[config.mk]
export PLATFORM = sky130hd
export DESIGN_NAME = acs_pmu
export DESIGN_NICKNAME = d
export VERILOG_FILES = /design/src/rtl/viterbi_pkg.sv /design/src/rtl/acs_cell.sv /design/src/rtl/acs_pmu.sv
export SDC_FILE = /design/constraint.sdc
export NUM_CORES = 1
export LEC_CHECK = 0
export ABC_AREA = 1
export CAP_MARGIN = 10
export CORE_MARGIN = 5
export CORE_UTILIZATION = 38
export DETAILED_ROUTE_END_ITERATION = 7
export GPL_ROUTABILITY_DRIVEN = 0
export SYNTH_ARGS = -nofsm -noshare
export SYNTH_HDL_FRONTEND = slang
export SYNTH_SLANG_ARGS = --single-unit
[constraint.sdc]
create_clock -name clk -period 8.88 [get_ports clk]
set_clock_uncertainty 0.15 [all_clocks]
set_input_delay 1.332 -clock clk [delete_from_list [all_inputs] [get_ports clk]]
set_output_delay 1.332 -clock clk [all_outputs]
set_load 0.02 [all_outputs]
[src/rtl/viterbi_pkg.sv]
// Shared definitions for the 4-state, rate-1/2, K=3 hard-decision Viterbi decoder.
// Holds the state encodings, the ACS controller states and the trellis
// connection table (predecessors and branch-metric indices per next state).
// The traceback unit uses the same table.
package viterbi_pkg;

    localparam int NUM_STATES = 4;
    localparam int BM_W       = 2;
    localparam int NUM_BM     = 8;

    typedef enum logic [1:0] {
        S00 = 2'b00,
        S01 = 2'b01,
        S10 = 2'b10,
        S11 = 2'b11
    } state_e;

    typedef enum logic {
        PMU_IDLE = 1'b0,
        PMU_RUN  = 1'b1
    } pmu_fsm_e;

    // Connection of one next state: candidate A is the predecessor with LSB 0,
    // candidate B the predecessor with LSB 1.
    typedef struct packed {
        logic [1:0] pred_a;
        logic [2:0] bm_a;
        logic [1:0] pred_b;
        logic [2:0] bm_b;
    } acs_conn_t;

    // Indexed by next state. The branch-metric index is 2*pred + u, where
    // u is the input bit and next state = {u, pred[1]}.
    localparam acs_conn_t ACS_TABLE [NUM_STATES] = '{
        '{pred_a: S00, bm_a: 3'd0, pred_b: S01, bm_b: 3'd2},  // S00
        '{pred_a: S10, bm_a: 3'd4, pred_b: S11, bm_b: 3'd6},  // S01
        '{pred_a: S00, bm_a: 3'd1, pred_b: S01, bm_b: 3'd3},  // S10
        '{pred_a: S10, bm_a: 3'd5, pred_b: S11, bm_b: 3'd7}   // S11
    };

endpackage

[src/rtl/acs_cell.sv]
// One add-compare-select cell for a single next state.
// Ports:
//   pm_a_i, bm_a_i   path metric / branch metric of candidate A (first predecessor)
//   pm_b_i, bm_b_i   path metric / branch metric of candidate B (second predecessor)
//   metric_o         selected (un-normalised) metric, one bit wider than a path metric
//   dec_o            1 only when B is strictly better than A
module acs_cell
    import viterbi_pkg::*;
#(
    parameter int PM_W = 4
) (
    input  logic [PM_W-1:0] pm_a_i,
    input  logic [BM_W-1:0] bm_a_i,
    input  logic [PM_W-1:0] pm_b_i,
    input  logic [BM_W-1:0] bm_b_i,
    output logic [PM_W:0]   metric_o,
    output logic            dec_o
);

    logic [PM_W:0] cand_a;
    logic [PM_W:0] cand_b;

    // The extra bit keeps the sum exact before normalisation.
    assign cand_a = {1'b0, pm_a_i} + {{(PM_W + 1 - BM_W){1'b0}}, bm_a_i};
    assign cand_b = {1'b0, pm_b_i} + {{(PM_W + 1 - BM_W){1'b0}}, bm_b_i};

    // Ties favour candidate A, so the decision bit stays 0 on equality.
    assign dec_o    = (cand_b < cand_a);
    assign metric_o = dec_o ? cand_b : cand_a;

endmodule

[src/rtl/acs_pmu.sv]
// Add-compare-select and path-metric unit for the 4-state Viterbi decoder.
// Takes the eight branch metrics of one received symbol, runs four ACS cells,
// normalises the new metrics so the smallest is 0 and registers them together
// with one survivor decision bit per state.
// Ports:
//   clk, rst_n        clock (rising edge), asynchronous active-low reset
//   start             begin a new frame, re-initialise the metrics
//   in_valid          bm0..bm7 carry one symbol this cycle
//   bm0..bm7          branch metrics
//   pm0..pm3          registered path metrics of states 00, 01, 10, 11
//   dec               survivor decision bits, dec[i] for state i
//   out_valid         one-cycle pulse per accepted symbol
//   best_state        index of the smallest path metric (lowest index on ties)
//   frame_done        pulse together with out_valid of the last symbol of a frame
//   busy              a frame is in progress
module acs_pmu
    import viterbi_pkg::*;
#(
    parameter int PM_W      = 4,
    parameter int INIT_PM   = 4,
    parameter int FRAME_LEN = 8,
    parameter int CNT_W     = 8
) (
    input  logic            clk,
    input  logic            rst_n,
    input  logic            start,
    input  logic            in_valid,
    input  logic [BM_W-1:0] bm0,
    input  logic [BM_W-1:0] bm1,
    input  logic [BM_W-1:0] bm2,
    input  logic [BM_W-1:0] bm3,
    input  logic [BM_W-1:0] bm4,
    input  logic [BM_W-1:0] bm5,
    input  logic [BM_W-1:0] bm6,
    input  logic [BM_W-1:0] bm7,
    output logic [PM_W-1:0] pm0,
    output logic [PM_W-1:0] pm1,
    output logic [PM_W-1:0] pm2,
    output logic [PM_W-1:0] pm3,
    output logic [3:0]      dec,
    output logic            out_valid,
    output logic [1:0]      best_state,
    output logic            frame_done,
    output logic            busy
);

    pmu_fsm_e          state_q;
    logic [CNT_W-1:0]  count_q;
    logic [PM_W-1:0]   pm_q    [NUM_STATES];
    logic [3:0]        dec_q;
    logic              out_valid_q;
    logic              frame_done_q;

    logic [BM_W-1:0]   bm      [NUM_BM];
    logic [PM_W-1:0]   pm_init [NUM_STATES];
    logic [PM_W-1:0]   pm_src  [NUM_STATES];
    logic [PM_W:0]     raw     [NUM_STATES];
    logic [PM_W:0]     raw_min;
    logic [PM_W-1:0]   pm_d    [NUM_STATES];
    logic [3:0]        dec_d;
    logic [CNT_W-1:0]  count_d;
    logic              accept;

    assign bm      = '{bm0, bm1, bm2, bm3, bm4, bm5, bm6, bm7};
    assign pm_init = '{PM_W'(0), PM_W'(INIT_PM), PM_W'(INIT_PM), PM_W'(INIT_PM)};

    // A symbol arriving with start is the first of the new frame, so it
    // is compared against the initial metrics rather than the stored ones.
    assign pm_src  = start ? pm_init : pm_q;
    assign accept  = in_valid && (start || (state_q == PMU_RUN));
    assign count_d = (start ? '0 : count_q) + CNT_W'(1);

    for (genvar g = 0; g < NUM_STATES; g++) begin : g_acs
        acs_cell #(.PM_W(PM_W)) u_acs_cell (
            .pm_a_i   (pm_src[ACS_TABLE[g].pred_a]),
            .bm_a_i   (bm[ACS_TABLE[g].bm_a]),
            .pm_b_i   (pm_src[ACS_TABLE[g].pred_b]),
            .bm_b_i   (bm[ACS_TABLE[g].bm_b]),
            .metric_o (raw[g]),
            .dec_o    (dec_d[g])
        );
    end

    // Normaliser: subtract the smallest new metric so the stored minimum is 0.
    // NOTE: every signal written in always_comb gets a value before any
    // conditional, otherwise synthesis infers a latch.
    always_comb begin
        raw_min = raw[0];
        for (int i = 1; i < NUM_STATES; i++) begin
            if (raw[i] < raw_min) raw_min = raw[i];
        end
        for (int i = 0; i < NUM_STATES; i++) begin
            pm_d[i] = PM_W'(raw[i] - raw_min);
        end
    end

    // NOTE: sequential state uses non-blocking assignments only, so every
    // register samples pre-edge values regardless of statement order.
    always_ff @(posedge clk or negedge rst_n) begin
        if (!rst_n) begin
            state_q      <= PMU_IDLE;
            count_q      <= '0;
            pm_q         <= pm_init;
            dec_q        <= '0;
            out_valid_q  <= 1'b0;
            frame_done_q <= 1'b0;
        end else begin
            out_valid_q  <= 1'b0;
            frame_done_q <= 1'b0;
            if (accept) begin
                pm_q        <= pm_d;
                dec_q       <= dec_d;
                count_q     <= count_d;
                out_valid_q <= 1'b1;
                if (count_d == CNT_W'(FRAME_LEN)) begin
                    frame_done_q <= 1'b1;
                    state_q      <= PMU_IDLE;
                end else begin
                    state_q      <= PMU_RUN;
                end
            end else if (start) begin
                pm_q    <= pm_init;
                count_q <= '0;
                state_q <= PMU_RUN;
            end
        end
    end

    always_comb begin
        logic [PM_W-1:0] min_v;
        min_v      = pm_q[0];
        best_state = 2'd0;
        for (int i = 1; i < NUM_STATES; i++) begin
            if (pm_q[i] < min_v) begin
                min_v      = pm_q[i];
                best_state = 2'(i);
            end
        end
    end

    assign pm0        = pm_q[0];
    assign pm1        = pm_q[1];
    assign pm2        = pm_q[2];
    assign pm3        = pm_q[3];
    assign dec        = dec_q;
    assign out_valid  = out_valid_q;
    assign frame_done = frame_done_q;
    assign busy       = (state_q == PMU_RUN);

endmodule

# Word level (Yosys, flattened, before mapping)
# Cells that the tools add are included.
# totals
elab_cells	58
ff_bits	31
out_inout_bits	25
# op_classes
n_lt_le_gt_ge	10
mux	22
n_eq_ne	1
add_sub_neg	13
reduce_logical	3
# op_table
operator	n
$add A4 B2 Y5	8
$lt A5 B5 Y1	7
$mux W16	2
$mux W5	6
$mux W8	2
$sub A4 B4 Y4	4
$lt A4 B4 Y1	3
$mux W4	3
$add A8 B1 Y8 const B	1
$eq A8 B4 Y1 const B	1
$mux W1	7
$mux W2	2
$reduce_bool A2 Y1	1
$logic_and A1 B1 Y1	1
$logic_or A1 B1 Y1	1

# Depth between registers and ports, before layout
# Gate-level depths: netlist (run 1).
# logic_depth
word_depth	12
mapped_depth	51

# Hierarchy
# Synthesis (run 1) repeated with hierarchy kept, for this count alone.
# unflattened
hier_cells	723
hier_area_um2	4647.0
# by_module_without_submodules
mod	n_inst	cells_each	area_per_inst_um2
acs_pmu	1	443	2920.3
acs_cell	4	70	431.7

# Least setup slack after synthesis (run 1)
# OpenSTA, ideal clock, no wires.
# synth_path
path_kind	input -> register
start	in start
end	reg pm_q, in the netlist pm3[2]
stages	36
setup_slack_ps	1680
required_ps	8669
t_arrival_ps	6989
cell_sequence	clkbuf_1 nor2_1 ha_1 ha_1 inv_1 ha_1 a21oi_1 a21boi_1 nand2_1 nand3_2 nand2_4 o21ai_0 inv_1 ha_1 inv_1 nor2_1 nand3_2 nand3_4 nand2_1 o21ai_0 ha_1 a21oi_1 nand2_4 nand2_1 o21ai_0 ha_1 a21oi_1 nand3_4 o21ai_0 ha_1 inv_1 ha_1 a21oi_1 xor2_1 nand2_1 nand2_1
# synth_between
elab_chain_cells	12
elab_cells_between_ends	27
classes_between	9 x add/sub; 7 x order compare; 9 x mux; 2 x reduce/logical
# synth_lines
item	line	rtl
start, declared	acs_pmu.sv:26	input logic start,
$mux W16	-	
$add A4 B2 Y5 (on tied branches)	acs_cell.sv:25, acs_cell.sv:24	
$lt A5 B5 Y1	acs_cell.sv:28	assign dec_o = (cand_b < cand_a);
$mux W5	acs_cell.sv:29	assign metric_o = dec_o ? cand_b : cand_a;
$lt A5 B5 Y1	acs_pmu.sv:90	if (raw[i] < raw_min) raw_min = raw[i];
$mux W5	acs_pmu.sv:90	
$lt A5 B5 Y1	acs_pmu.sv:90	
$mux W5	acs_pmu.sv:90	
$lt A5 B5 Y1	acs_pmu.sv:90	
$mux W4	acs_pmu.sv:90	
$sub A4 B4 Y4	acs_pmu.sv:93	pm_d[i] = PM_W'(raw[i] - raw_min);
$mux W16 *	acs_pmu.sv:110	if (accept) begin
end signal, assigned	acs_pmu.sv:103	pm_q <= pm_init;
end signal, assigned	acs_pmu.sv:111	pm_q <= pm_d;
end signal, assigned	acs_pmu.sv:122	pm_q <= pm_init;
end, declared	acs_pmu.sv:49	logic [PM_W-1:0] pm_q [NUM_STATES];
# Every way passes the cells marked *; elsewhere a longest branch is shown, timed or not.
# A chain may end at the register's enable or synchronous reset.

# Worst setup path after layout (run 1)
# layout_path
start	in start
end	reg pm_q, in the netlist pm0[2]
# Same word-level chain as after synthesis.

==> results of run 1 <==
state kept, by name (all words and copies together), names as in the netlist, 4 cells and up:
name / flops
dec: 4
pm0: 4
count_q: 8
pm2: 4
pm1: 4
pm3: 4
per-stage QoR:
| stage | util [%] | instance area [um2] |
|---|---|---|
| 2_1_floorplan | - | 4083 |
| 3_3_place_gp | 45.26 | 4715 |
| 3_5_place_dp | 45.26 | 4715 |
| 4_1_cts | 46.39 | 4832 |
| 5_1_grt | 46.43 | 4836 |
| 6_report | 46.43 | 4836 |
placed cells by master (no fill, tap or decap), drive strengths merged, types with 2 or more instances in the layout:
| cell | count |
|---|---|
| nand2 | 208 |
| inv | 118 |
| nand3 | 64 |
| ha | 57 |
| o21ai | 57 |
| clkdlybuf4s50 | 44 |
| dfrtp | 28 |
| nor2 | 26 |
| xor2 | 21 |
| a21oi | 16 |
| nand4 | 13 |
| buf | 7 |
| clkbuf | 6 |
| a31oi | 4 |
| and3 | 4 |
| o211ai | 3 |
| xnor2 | 3 |
| dfstp | 3 |
| nor3 | 2 |
| or2 | 2 |
| a21boi | 2 |
kinds of logic (layout without fill, tap and decap cells):
family / after synthesis / count (layout)
buffers and inverters: 125 / 177
and+or+nand+nor: 322 / 322
adders and majority gates: 57 / 57
AOI/OAI and AO/OA: 84 / 84
DFF: 31 / 31
xor gates and xnor gates: 24 / 24
worst max-delay path, delay by kind of cell:
family                     cells  cell delay [ns]
buffers and inverters         11             1.60
xor gates and xnor gates       1             0.16
AOI/OAI and AO/OA              8             1.37
and+or+nand+nor               20             2.23
adders and majority gates      6             1.40
cell type report:
type	instances	area, um2
Timing Repair Buffer	51	493.0
Sequential cell	31	779.5
Clock buffer	6	82.58
Multi-Input combinational cell	487	2833
Clock inverter	2	35.03
Tap cell	136	170.2
Fill cell	1118	5580
Inverter	118	442.9
layer usage:
metal / GRT usage (%) / up-vias
li1: - / 2170
met1: 25.29 / 1883
met2: 30.23 / 102
met3: 3.024 / 14
met4: 4.167 / 0
met5: 0 / -
how the worst max path moves through the flow:
| stage | from | end | slack (ns) | depth (start not counted) |
|---|---|---|---|---|
| after floorplan | start | pm3[2] | 1.68 | 36 |
| after global placement | start | pm0[2] | 0.55 | 45 |
| after detailed placement | start | pm0[2] | 0.38 | 46 |
| after CTS | start | pm0[2] | 0.67 | 46 |
| after global routing | start | pm3[3] | 0.02 | 50 |
| final | start | pm0[2] | 0.79 | 46 |
==> results.txt, run 1 <==
----------------------------------------------------
[Outcome]
  Status ... completed

[Critical path]
  Most frequent cell on the critical path ... nand2_1
  Peak fanout along the critical path ... 15
  Critical path class ... input port to flip-flop
  Endpoint arrival time on the critical path ... 8.09 ns
  Critical Path Sink Type ... flip-flop
  Slowest stage cell, crit path ... clkdlybuf4s50_1
  Start of the worst register-to-register path ... pm2[1]
  Delay contributed by the slowest stage of the critical path ... 0.59 ns
  Crit path launch type ... input port
  Data required time at the worst endpoint ... 8.87 ns
  Number of cells on the worst reg-to-reg path ... 44
  Destination of the worst register-to-register timing path ... pm0[2]
  Internal reg-to-reg setup slack ... 2.21 ns

[Timing]
  Final critical path time including I/O delays and setup ... 8.091 ns
  Worst-case hold slack ... 0.3400 ns
  Highest attainable clock frequency ... 123.6 MHz
  Setup repair after global routing missed its margin ... no
  Relative slew slack ... 42.32%
  Max Slew Vio Count ... 0
  Final setup viols ... 0
  Setup TNS ... 0 ns
  Share of the clock period used by the worst path ... 91.11%
  Final Hold Vio Count ... 0
  Setup ws final ... 0.7892 ns
  Slew at the pin closest to its max-slew limit ... 0.8562 ns

[Logic synthesis]
  Post-synthesis area per instance ... 6.349 um2
  Biggest area contributors in the synthesized netlist ... nand2_1, ha_1, dfrtp_1, inv_1, nand3_1
  Netlist area before placement ... 4083 um2
  Syn_nets ... 720
  Async set or reset register ratio after synthesis ... 100.0%
  Number of synthesized register bits ... 31
  Share of synthesized area occupied by flip-flops and latches ... 19.09%
  Synthesized-area fraction occupied by ao, oa, aoi and oai cells ... 10.97%
  Fraction of synthesized cell area in xor and xnor cells ... 5.149%
  Total of warnings raised by yosys ... 0
  Cell count after synthesis ... 643
  Commonest cells in the synthesized netlist ... nand2_1, inv_1, nand3_1
  Cell type with the highest aggregate area in the netlist ... nand2_1
  Number of enable-type register cells in the synthesized netlist ... 0
  Most instantiated flip-flop cell in the synthesis netlist ... dfrtp_1
  Basic-gate share of the synthesized area counting and, or, nand and nor cells ... 35.61%
  Post-synth top area share ... 17.56%
  Library cell with the highest instance count after synthesis ... nand2_1
  Unique masters post-synth ... 35
  Main combinational cell family by area after synthesis ... simple AND/OR/NAND/NOR gates
  Mux share of post-synthesis cell area ... 0%
  Post-synthesis adder-cell area fraction ... 17.47%

[Route]
  First-iteration detailed-routing DRC count ... 145
  Routed length on met2 ... 5.370 mm
  Top layer used by detailed routing ... met4
  Met1 wire length ... 5.405 mm
  Iteration count of the initial detailed-routing pass ... 6
  Wirelength per Cell ... 13.91 um
  Overall via count from detail_route ... 4169
  Drt via density ... 5.017
  Total routed wirelength ... 11.56 mm
  Antenna Nets Post-Route ... 0
  DR DRC count ... 0
  Met3 Wirelength ... 596 um

[Min path]
  Path category of the worst min-delay check ... flip-flop to flip-flop
  Startpoint of the most critical hold path ... dec[3]
  Number of instances on the worst hold path ... 2
  End point of the worst hold path ... dec[3]

[Clock network]
  CTS Buffer Depth ... 2
  Count of hold buffers inserted by post-cts repair ... 0
  TritonCTS clock tree ... done
  CTS sink cnt ... 31
  # Post-CTS Setup Buffers ... 0
  Number of H-tree levels ... 2
  Buffer cell driving the clock tree root ... clkbuf_8
  Number of instances resized during post-cts repair ... 0
  Num CTS Buffers ... 5
  Worst-Skew Late Latency ... 0.28 ns
  Worst-path clk slew ... 0.07 ns

[Floorplan]
  Placeable Area ... 10420 um2
  Horizontal die dimension ... 113.7 um
  Std-Cell Rows ... 37
  Vert. Die Dim ... 113.7 um
  Count of pins on the block boundary ... 45
  Effective utilization at floorplan ... 39.20%
  Die area ... 12920 um2

[Global route]
  Via count of the first global-routing pass ... 4042
  GRT Overall Usage ... 18.39%
  Pin count of the biggest net entering global routing ... 34
  Final global-route overflow total ... 0
  Global-route wire length before repair ... 19.37 mm
  Number of antenna violations at the first check in global routing ... 0

[Place]
  Count of buffers inserted at the top-level ports ... 44
  HPWL Detailed ... 9.706 mm
  Worst setup slack before clock tree synthesis ... 0.3783 ns
  Placed Cells incl. Taps ... 823

[Layout]
  Filler-free cell count of the finished design ... 831
  Fraction of layout instances using a drive strength above 1 ... 7.770%
  Total number of nets in the final design ... 771
  Relative area change from synthesis to final layout ... 18.45%
  Antenna fix cells ... 0

[Flow run]
  Max-cap violations ... 0

----------------------------------------------------
Power of run 1 is left out: the tool's default activity adds up to more than one toggle a clock period on the data nets, which glitch-free logic cannot reach.
==> inputs of run 2 (changes only) <==
--- a/config.mk
+++ b/config.mk
@@ -6,7 +6,7 @@
 export NUM_CORES = 1
 export LEC_CHECK = 0
 export ABC_AREA = 1
-export CAP_MARGIN = 10
+export CAP_MARGIN = 20
 export CORE_MARGIN = 5
 export CORE_UTILIZATION = 38
 export DETAILED_ROUTE_END_ITERATION = 7
==> results of run 2 <==
No change in the layout: final DEF, timing and power equal those of run 1.
Power of run 2 is left out for the same reason.
==> inputs of run 3 (changes only) <==
--- a/config.mk
+++ b/config.mk
@@ -6,11 +6,12 @@
 export NUM_CORES = 1
 export LEC_CHECK = 0
 export ABC_AREA = 1
-export CAP_MARGIN = 20
+export CAP_MARGIN = 40
 export CORE_MARGIN = 5
 export CORE_UTILIZATION = 38
 export DETAILED_ROUTE_END_ITERATION = 7
 export GPL_ROUTABILITY_DRIVEN = 0
 export SYNTH_ARGS = -nofsm -noshare
 export SYNTH_HDL_FRONTEND = slang
+export SYNTH_HIERARCHICAL = 1
 export SYNTH_SLANG_ARGS = --single-unit
==> run 3 against run 2 <==
Count of clock-buffer cells in the layout up 1. Sequential cell count unchanged. Final area up 13%. Highest routed layer unchanged. Fmax down 0.66%. Utilization down 1.1 points. Synthesized area up 14%. Critical endpoint unchanged. Wire length up 7.9%.
==> results.txt, run 3 <==
----------------------------------------------------
[Logic synthesis]
  Most instantiated flip-flop cell in the synthesis netlist ... dfrtp_1
  Cell type with the highest aggregate area in the netlist ... nand2_1
  Cell count after synthesis ... 723
  Unique masters post-synth ... 36
  Number of synthesized register bits ... 31
  Post-synthesis area per instance ... 6.427 um2
  Number of enable-type register cells in the synthesized netlist ... 0
  Total of warnings raised by yosys ... 6
  Biggest area contributors in the synthesized netlist ... nand2_1, ha_1, dfrtp_1, inv_1, nand3_1
  Netlist area before placement ... 4647 um2
  Syn_nets ... 813
  Commonest cells in the synthesized netlist ... nand2_1, inv_1, nand3_1
  Share of synthesized area occupied by flip-flops and latches ... 16.77%
  Library cell with the highest instance count after synthesis ... nand2_1
  Post-synth top area share ... 19.71%
  Async set or reset register ratio after synthesis ... 100.0%

[Layout]
  Relative area change from synthesis to final layout ... 17.29%
  Post-Layout Inst Area ... 5450 um2
  Highest-count cells in the layout ignoring fill and taps ... nand2_1, inv_1, nand3_1, ha_1, clkdlybuf4s50_1
  Antenna fix cells ... 0
  Fraction of layout instances using a drive strength above 1 ... 11.47%
  Leading cell type in the layout, fill and taps excluded ... nand2_1
  Total number of nets in the final design ... 865
  Largest register by flop count ... count_q
  Largest register FFs ... 8

[Critical path]
  Data required time at the worst endpoint ... 8.89 ns
  Peak fanout along the critical path ... 15
  Endpoint arrival time on the critical path ... 8.15 ns
  Slowest stage cell, crit path ... dlymetal6s2s_1
  Most frequent cell on the critical path ... nand2_1
  Internal reg-to-reg setup slack ... 1.91 ns
  Cell family contributing the most delay on the critical path ... simple AND/OR/NAND/NOR gates
  CP bufs+invs ... 13
  Critical path class ... input port to flip-flop
  Critical Path Sink Type ... flip-flop
  Crit path launch type ... input port
  Delay contributed by the slowest stage of the critical path ... 0.49 ns

[Timing]
  Final Hold Vio Count ... 0
  Final critical path time including I/O delays and setup ... 8.144 ns
  Slew at the pin closest to its max-slew limit ... 0.6493 ns
  Relative slew slack ... 56.64%
  Highest attainable clock frequency ... 122.8 MHz
  Share of the clock period used by the worst path ... 91.71%
  Max Slew Vio Count ... 0
  Setup repair after global routing missed its margin ... no
  Setup TNS ... 0 ns
  Final setup viols ... 0

[Clock network]
  Count of hold buffers inserted by post-cts repair ... 0
  Number of instances resized during post-cts repair ... 0
  CTS Buffer Depth ... 2
  Buffer cell driving the clock tree root ... clkbuf_16
  Num CTS Buffers ... 5
  # Post-CTS Setup Buffers ... 0
  CTS sink cnt ... 31
  Number of H-tree levels ... 2
  TritonCTS clock tree ... done
  Worst-path clk slew ... 0.05 ns
  Worst-Skew Late Latency ... 0.28 ns

[Floorplan]
  Count of pins on the block boundary ... 45
  Std-Cell Rows ... 40
  Placeable Area ... 12010 um2
  Die area ... 14540 um2
  Horizontal die dimension ... 120.6 um
  Vert. Die Dim ... 120.6 um
  Effective utilization at floorplan ... 38.69%

[Route]
  Overall via count from detail_route ... 4562
  Iteration count of the initial detailed-routing pass ... 5
  Antenna Nets Post-Route ... 0
  First-iteration detailed-routing DRC count ... 265
  Wirelength per Cell ... 13.52 um
  Total routed wirelength ... 12.48 mm
  DR DRC count ... 0
  Drt via density ... 4.943

[Global route]
  Final global-route overflow total ... 0
  Global-route wire length before repair ... 20.88 mm
  Number of antenna violations at the first check in global routing ... 0
  Via count of the first global-routing pass ... 4344
  Pin count of the biggest net entering global routing ... 33
  GRT Overall Usage ... 17.40%

[Place]
  Count of buffers inserted at the top-level ports ... 44
  Placed cell area ... 5305 um2
  HPWL Detailed ... 10.46 mm

[Flow run]
  Max-cap violations ... 0

[Min path]
  Path category of the worst min-delay check ... flip-flop to flip-flop

[Outcome]
  Status ... completed

----------------------------------------------------
-- run 3: cell types whose count changed in the layout (fill, tap and decap cells not counted), moves of 8 or more --
| cell | change |
|---|---|
| fa_1 | +8 |
| nor2_2 | +10 |
| o21ai_0 | -25 |
| nand2_1 | +53 |
| xor2_1 | -15 |
| inv_1 | +9 |
| nand2_2 | +14 |
| nand3_1 | +9 |
| nand4_1 | +8 |
-- run 3: through the flow --
stage,util [%],std cells,setup WS (ns),hold slack [ns]
after global routing,45.38,923,0.09530,0.3543
after global placement,44.17,915,0.1357,0.3164
after detailed placement,44.17,915,0.007598,0.3161
after floorplan,-,723,1.304,0.3815
after CTS,45.31,923,0.2518,0.3393
final,45.38,923,0.7358,0.3327
-- run 3: layer usage --
| metal | track usage (%) | up-vias | share of wire [%] |
|---|---|---|---|
| met5 | 0 | - | 0 |
| met4 | 2.337 | 0 | 1.1 |
| met3 | 2.993 | 12 | 4.3 |
| met2 | 29.93 | 92 | 48 |
| met1 | 23.45 | 2072 | 47 |
| li1 | - | 2386 | - |
-- run 3: logic make-up after synthesis --
logic type	synth area share [%]
and+or+nand+nor	42.95
buffers and inverters	10.82
adders and majority gates	20.14
AOI/OAI and AO/OA	6.489
DFF	16.77
xor gates and xnor gates	2.827
-- run 3: path summary, 6_finish.rpt --
check | start | endpoint | cells after the start
max | start | pm0[2] | 50
min | dec[3] | dec[3] | 2
max reg2reg | pm1[0] | pm0[2] | 48
min reg2reg | dec[3] | dec[3] | 2
max in group asynchronous | rst_n | pm1[2] | 2
min in group asynchronous | rst_n | dec[3] | 2
-- run 3: cell type report --
cell class,count,area [um2]
flip-flops and latches,31,779.5
well taps,147,183.9
repair buffers,52,503.0
inverters,126,473.0
clock buffers,7,132.6
fillers,1244,6561
multi-input cells,559,3373
clock inverters,1,5.005
-- run 3: worst reg2reg max path: cells and delay by family, from the launching register on --
| kind | cells | cell delay [ns] |
|---|---|---|
| AOI/OAI and AO/OA | 5 | 0.99 |
| adders and majority gates | 8 | 2.11 |
| buffers and inverters | 13 | 0.96 |
| DFF | 1 | 0.38 |
| and+or+nand+nor | 22 | 2.25 |
Power of run 3 is left out for the same reason.
